File: src/rtl/touch_gesture_gen_if.sv
// Command handshake and emulated-pad signals of the touch gesture generator.
// master = command source (self-test / UART injector), slave = the generator.
interface touch_gesture_gen_if;
  logic       CMD_VALID;
  logic [1:0] CMD_CODE;
  logic       CMD_READY;
  logic       ABORT;
  logic       TOUCH_OUT;
  logic       BUSY;
  logic       DONE;
  logic       CMD_ERR;
  logic [7:0] GEST_CNT;

  modport master (
    output CMD_VALID, CMD_CODE, ABORT,
    input  CMD_READY, TOUCH_OUT, BUSY, DONE, CMD_ERR, GEST_CNT
  );

  modport slave (
    input  CMD_VALID, CMD_CODE, ABORT,
    output CMD_READY, TOUCH_OUT, BUSY, DONE, CMD_ERR, GEST_CNT
  );
endinterface

File: src/rtl/touch_gesture_gen.sv
// Turns a one-cycle command into a timed tap / double-tap / long-press pad waveform.
// Runs in the 1 kHz domain: one cycle is one millisecond.
module touch_gesture_gen #(
  parameter int unsigned TAP_MS   = 100,
  parameter int unsigned GAP_MS   = 150,
  parameter int unsigned LONG_MS  = 1200,
  parameter int unsigned QUIET_MS = 700
) (
  input  logic                CLK1K,
  input  logic                RSTN,
  touch_gesture_gen_if.slave  gif
);

  localparam logic [11:0] TapLd   = 12'(TAP_MS - 1);
  localparam logic [11:0] GapLd   = 12'(GAP_MS - 1);
  localparam logic [11:0] LongLd  = 12'(LONG_MS - 1);
  localparam logic [11:0] QuietLd = 12'(QUIET_MS - 1);

  // StDecode is the cycle after acceptance, where the latched code is resolved.
  typedef enum logic [2:0] {
    StIdle, StDecode, StPress1, StGap, StPress2, StQuiet
  } state_e;

  state_e      state_q, state_d;
  logic [11:0] cnt_q, cnt_d;
  logic [1:0]  code_q, code_d;
  logic        abort_q, abort_d;
  logic [7:0]  gcnt_q, gcnt_d;
  logic        done_d, err_d;
  logic        touch_q, ready_q, busy_q, done_q, err_q;
  logic        cnt_zero;

  assign cnt_zero = (cnt_q == 12'd0);

  always_comb begin
    state_d = state_q;
    cnt_d   = cnt_q;
    code_d  = code_q;
    abort_d = abort_q;
    gcnt_d  = gcnt_q;
    done_d  = 1'b0;
    err_d   = 1'b0;

    case (state_q)
      StIdle: begin
        abort_d = 1'b0;
        cnt_d   = '0;
        if (gif.CMD_VALID && ready_q) begin
          code_d  = gif.CMD_CODE;
          state_d = StDecode;
        end
      end

      StDecode: begin
        case (code_q)
          2'b01, 2'b10: begin
            state_d = StPress1;
            cnt_d   = TapLd;
          end
          2'b11: begin
            state_d = StPress1;
            cnt_d   = LongLd;
          end
          default: begin
            state_d = StIdle;
            err_d   = 1'b1;
          end
        endcase
      end

      StPress1, StGap, StPress2: begin
        // Abort beats a press or gap ending on the same edge.
        if (gif.ABORT) begin
          state_d = StQuiet;
          cnt_d   = QuietLd;
          abort_d = 1'b1;
        end else if (!cnt_zero) begin
          cnt_d = cnt_q - 12'd1;
        end else if (state_q == StPress1 && code_q == 2'b10) begin
          state_d = StGap;
          cnt_d   = GapLd;
        end else if (state_q == StGap) begin
          state_d = StPress2;
          cnt_d   = TapLd;
        end else begin
          state_d = StQuiet;
          cnt_d   = QuietLd;
        end
      end

      StQuiet: begin
        if (!cnt_zero) begin
          cnt_d = cnt_q - 12'd1;
        end else begin
          state_d = StIdle;
          if (!abort_q) begin
            done_d = 1'b1;
            gcnt_d = gcnt_q + 8'd1;
          end
        end
      end

      default: state_d = StIdle;
    endcase
  end

  always_ff @(posedge CLK1K or negedge RSTN) begin
    if (!RSTN) begin
      state_q <= StIdle;
      cnt_q   <= '0;
      code_q  <= '0;
      abort_q <= 1'b0;
      gcnt_q  <= '0;
      touch_q <= 1'b0;
      ready_q <= 1'b1;
      busy_q  <= 1'b0;
      done_q  <= 1'b0;
      err_q   <= 1'b0;
    end else begin
      state_q <= state_d;
      cnt_q   <= cnt_d;
      code_q  <= code_d;
      abort_q <= abort_d;
      gcnt_q  <= gcnt_d;
      touch_q <= (state_d == StPress1) || (state_d == StPress2);
      ready_q <= (state_d == StIdle);
      busy_q  <= (state_d != StIdle);
      done_q  <= done_d;
      err_q   <= err_d;
    end
  end

  assign gif.TOUCH_OUT = touch_q;
  assign gif.CMD_READY = ready_q;
  assign gif.BUSY      = busy_q;
  assign gif.DONE      = done_q;
  assign gif.CMD_ERR   = err_q;
  assign gif.GEST_CNT  = gcnt_q;

endmodule
File: src/flat_wrapper.sv
// flat-port wrapper written by rule: the top's interface ports become plain ports
module touch_gesture_gen_flat 
#(
  parameter int unsigned TAP_MS   = 100,
  parameter int unsigned GAP_MS   = 150,
  parameter int unsigned LONG_MS  = 1200,
  parameter int unsigned QUIET_MS = 700
)
  (CLK1K, RSTN, gif_CMD_VALID, gif_CMD_CODE, gif_ABORT, gif_CMD_READY, gif_TOUCH_OUT, gif_BUSY, gif_DONE, gif_CMD_ERR, gif_GEST_CNT);
  touch_gesture_gen_if gif_i ();
  input  logic CLK1K;
  input  logic RSTN;
  input wire logic [$bits(gif_i.CMD_VALID)-1:0] gif_CMD_VALID;
  input wire logic [$bits(gif_i.CMD_CODE)-1:0] gif_CMD_CODE;
  input wire logic [$bits(gif_i.ABORT)-1:0] gif_ABORT;
  output wire logic [$bits(gif_i.CMD_READY)-1:0] gif_CMD_READY;
  output wire logic [$bits(gif_i.TOUCH_OUT)-1:0] gif_TOUCH_OUT;
  output wire logic [$bits(gif_i.BUSY)-1:0] gif_BUSY;
  output wire logic [$bits(gif_i.DONE)-1:0] gif_DONE;
  output wire logic [$bits(gif_i.CMD_ERR)-1:0] gif_CMD_ERR;
  output wire logic [$bits(gif_i.GEST_CNT)-1:0] gif_GEST_CNT;
  assign gif_i.CMD_VALID = gif_CMD_VALID;
  assign gif_i.CMD_CODE = gif_CMD_CODE;
  assign gif_i.ABORT = gif_ABORT;
  assign gif_CMD_READY = gif_i.CMD_READY;
  assign gif_TOUCH_OUT = gif_i.TOUCH_OUT;
  assign gif_BUSY = gif_i.BUSY;
  assign gif_DONE = gif_i.DONE;
  assign gif_CMD_ERR = gif_i.CMD_ERR;
  assign gif_GEST_CNT = gif_i.GEST_CNT;
  touch_gesture_gen #(.TAP_MS(TAP_MS), .GAP_MS(GAP_MS), .LONG_MS(LONG_MS), .QUIET_MS(QUIET_MS)) u_core (.CLK1K(CLK1K), .RSTN(RSTN), .gif(gif_i));
endmodule
File: config.mk
export PLATFORM = sky130hd
export DESIGN_NAME = touch_gesture_gen_flat
export DESIGN_NICKNAME = d
export VERILOG_FILES = /design/src/rtl/touch_gesture_gen_if.sv /design/src/rtl/touch_gesture_gen.sv /design/src/flat_wrapper.sv
export SDC_FILE = /design/constraint.sdc
export NUM_CORES = 1
export LEC_CHECK = 0
export CAP_MARGIN = 20
export CORE_MARGIN = 2
export CORE_UTILIZATION = 38
export CTS_BUF_LIST = sky130_fd_sc_hd__clkbuf_8
export DETAILED_ROUTE_END_ITERATION = 7
export GPL_TIMING_DRIVEN = 0
export MAX_ROUTING_LAYER = met4
export PLACE_DENSITY_LB_ADDON = 0.1
export SKIP_CTS_REPAIR_TIMING = 1
export SLEW_MARGIN = 25
export SYNTH_ARGS = -nofsm -noshare
export SYNTH_HDL_FRONTEND = slang
export SYNTH_SLANG_ARGS = --single-unit
File: constraint.sdc
create_clock -name CLK1K -period 2.33 [get_ports CLK1K]
set_input_delay 0.233 -clock CLK1K [delete_from_list [all_inputs] [get_ports CLK1K]]
set_output_delay 0.233 -clock CLK1K [all_outputs]
set_load 0.01 [all_outputs]
==> results of run 1 <==
where the power goes:
group          internal [mW]  switching, mW
sequential             0.689          0.194
clock                  0.346          0.212
combinational          0.446          0.533
worst paths after layout:
check                                                endpoint  slack (ps)                               start  cells past startpoint
setup reg to reg                  u_core.cnt_q[0]$_DFFE_PN0P_          90         u_core.cnt_q[0]$_DFFE_PN0P_                     10
setup / recovery                  u_core.cnt_q[0]$_DFFE_PN0P_          90         u_core.cnt_q[0]$_DFFE_PN0P_                     10
max in group asynchronous         u_core.cnt_q[0]$_DFFE_PN0P_        1850                                RSTN                      1
hold / removal             u_core.gif.GEST_CNT[7]$_DFFE_PN0P_          -9                                RSTN                      1
hold reg to reg            u_core.gif.GEST_CNT[7]$_DFFE_PN0P_         470  u_core.gif.GEST_CNT[7]$_DFFE_PN0P_                      1
min in group CLK1K                 u_core.abort_q$_DFFE_PN0P_         340                           gif_ABORT                      3
area by class of cell:
class,instances,area share
Buffer,7,0.0224
Clock buffer,6,0.0378
Clock inverter,2,0.0161
Inverter,5,0.00860
Multi-Input combinational cell,142,0.427
Sequential cell,31,0.357
Tap cell,52,0.0298
Timing Repair Buffer,25,0.102
layer usage:
| layer | track usage | wire, um |
|---|---|---|
| met4 | 0.0503 | 53 |
| met2 | 0.267 | 1980 |
| met3 | 0.0464 | 152 |
| met1 | 0.238 | 2020 |
| met5 | - | 0 |
cells by family (layout without fill, tap and decap cells):
family | Yosys count | count (layout) | share of synthesized area
buffers and inverters | 12 | 45 | 0.0373
and+or+nand+nor | 77 | 77 | 0.237
xor gates and xnor gates | 10 | 10 | 0.0502
DFF | 31 | 31 | 0.445
adders and majority gates | 3 | 3 | 0.0215
AOI/OAI and AO/OA | 49 | 49 | 0.189
muxes | 3 | 3 | 0.0194
worst register-to-register path: cells and delay by family, from the launching register on:
| kind | cells | cell delay (ps) |
|---|---|---|
| compound gates | 4 | 890 |
| flops | 1 | 400 |
| fa+ha+maj | 1 | 190 |
| buf+inv | 3 | 300 |
| simple gates | 2 | 340 |
sequential cells by signal, summed over array words and instances, names as in the netlist:
name                  flops
u_core.gif.TOUCH_OUT      1
u_core.gif.DONE           1
u_core.gif.CMD_ERR        1
u_core.gif.GEST_CNT       8
u_core.gif.CMD_READY      1
u_core.state_q            3
u_core.gif.BUSY           1
u_core.code_q             2
u_core.abort_q            1
u_core.cnt_q             12
stage by stage:
stage / utilization / hold WS [ps] / power, mW / setup WS, ps / cell area, sq um
6_report: 0.498 / -9.03 / 2.42 / 94.8 / 2180
5_1_grt: 0.498 / 44.4 / 2.60 / 15.7 / 2180
4_1_cts: 0.477 / 14.6 / 2.33 / 4.44 / 2090
3_5_place_dp: 0.450 / 326 / 1.77 / 19.6 / 1970
3_3_place_gp: 0.451 / 457 / 1.76 / 28.9 / 1980
2_1_floorplan: - / -62.6 / 1.51 / 312 / 1740
cell usage in the layout, fill, tap and decap left out, drive strengths merged, types with 4 or more instances in the layout:
cell type / netlist / layout
dfrtp: 30 / 30
nand2: 24 / 24
nor2: 20 / 20
clkdlybuf4s50: 0 / 16
o21ai: 14 / 14
buf: 6 / 14
a21oi: 9 / 9
nor3: 8 / 8
clkbuf: 1 / 8
xnor2: 7 / 7
inv: 5 / 5
nand3: 4 / 4
a31oi: 4 / 4
==> run_results.csv, run 1 <==
group,metric,value,unit
worst_setup_path,crit_path_start_kind,"flop",
timing,final.setup.tns,0,ps
routing,wl,4200,um
floorplan,fp.coreArea,4380,sq um
routing,drt-initial-drc-count,74,
placed_design,port_buffers,17,
worst_setup_path,cp-end-kind,"flop",
global_routing,grt_pass1_vias,1374,
global_routing,grtUsageTotal,0.178,
global_routing,antenna_found_initial,0,
worst_setup_path,critPathSlowestCell,"dfrtp_2",
timing,tightest_slew,699,ps
routing,wire_per_inst,15.6,um
run_status,violations,"hold timing",
yosys,synth_area_leaders,"dfrtp_1 43%, nand2_1 5.2%, nor2_1 4.3%",
routing,drtAntennaViolNets,0,
flow_run,drv_cap,0,
final_layout,nets,226,
placed_design,gp_congestion,0.862,
yosys,synth_cell_type_count,52,
timing,finalHoldViolCount,30,
clock_tree,htreeDepth,2,
floorplan,die_width,71.8,um
run_status,outcome,"finished with violations",
floorplan,row_count,24,
yosys,synth.most_common_cell,"dfrtp_1",
clock_tree,clk_latency,290,ps
timing,rsz0062_at_grt,"no",
timing,setup_viol,0,
routing,vias_per_cell,5.50,
final_layout,finalNonFillerCells,270,
timing,fin_skew,3.35,ps
yosys,synthCells,185,
timing,slew_violations,0,
timing,max_freq,447,MHz
power_and_ir_drop,power_density,1110,nW/um^2
routing,drc_errors,0,
clock_tree,clock-sinks,31,
clock_tree,clk_transition_reported_paths,70,ps
placed_design,dpl.hpwl,3020,um
power_and_ir_drop,p_leak,0.923,nW
clock_tree,cts_tree,"done",
clock_tree,root_buffer,"clkbuf_8",
worst_hold_path,hold_class,"in -> async",
yosys,syn_area,1740,sq um
worst_setup_path,worstPathArrival,2410,ps
floorplan,fp.dieArea,5150,sq um
routing,drt-pass1-iter-count,4,
timing,slew_headroom,0.534,
yosys,synth_top_area_frac,0.430,
yosys,syn_area_per_cell,9.43,sq um
final_layout,antenna_cells,0,
final_layout,area_delta_synth_final,25.1,%
yosys,synth.top_cells.by_count,"30 x dfrtp_1, 24 x nand2_1, 20 x nor2_1",
floorplan,die_height,71.8,um
worst_setup_path,crit_required,2510,ps
global_routing,grt.overflow.total,0,
final_layout,fillCellCount,395,
worst_setup_path,path_cells,"inv_2, ha_1, nor4b_4, and3_4, buf_4, a311oi_1, o221a_2, buf_6, a31oi_1, a21o_1",
final_layout,multi_input_area,931,sq um
timing,fin_hold_ws,-9.03,ps
timing,post-route-period-util,0.959,
worst_setup_path,critical_path.top_delay_family,"compound AO/OA/AOI/OAI gates",
worst_setup_path,critPathKind,"reg -> reg",
yosys,ys_ff_latch,31,
yosys,async_flop_share,1.00,
clock_tree,max-clock-path-buffers,2,
timing,fin_crit,2240,ps
floorplan,initial_core_util,0.398,
yosys,synth_top_area_cell,"dfrtp_1",
yosys,ys.flop_type,"dfrtp_1",
worst_setup_path,slowest_delay,400,ps
final_layout,seq_area,778,sq um
global_routing,grt_max_degree,32,
yosys,seq_area_frac_synth,0.445,
yosys,synth_fp_nets,194,
placed_design,dp_cells,254,
final_layout,drive_above_1_share,0.211,
global_routing,grt_first_pass_wirelength,6800,um
clock_tree,cts_buffers,5,
floorplan,ios,19,
routing,vias,1485,
yosys,synth_edf_count,0,
power_and_ir_drop,vdd_ir_drop_max,0.459,mV
worst_setup_path,worst-path-buf-inv,3,
worst_setup_path,worstPathMaxFanout,5,
yosys,synth_warnings,0,
No activity file was read; power rests on OpenSTA's default activity.
==> run 2: changes to the inputs <==
==> constraint.sdc (replaced) <==
create_clock -name CLK1K -period 2.33 [get_ports CLK1K]
set_input_delay 0.233 -clock CLK1K [delete_from_list [all_inputs] [get_ports CLK1K]]
set_output_delay 0.233 -clock CLK1K [all_outputs]
set_load 0.005 [all_outputs]
==> results of run 2 <==
Same layout as run 1 (identical final DEF). Status: finished with violations: hold timing.
Among the figures that moved: total power 2.42 mW -> 2.41 mW
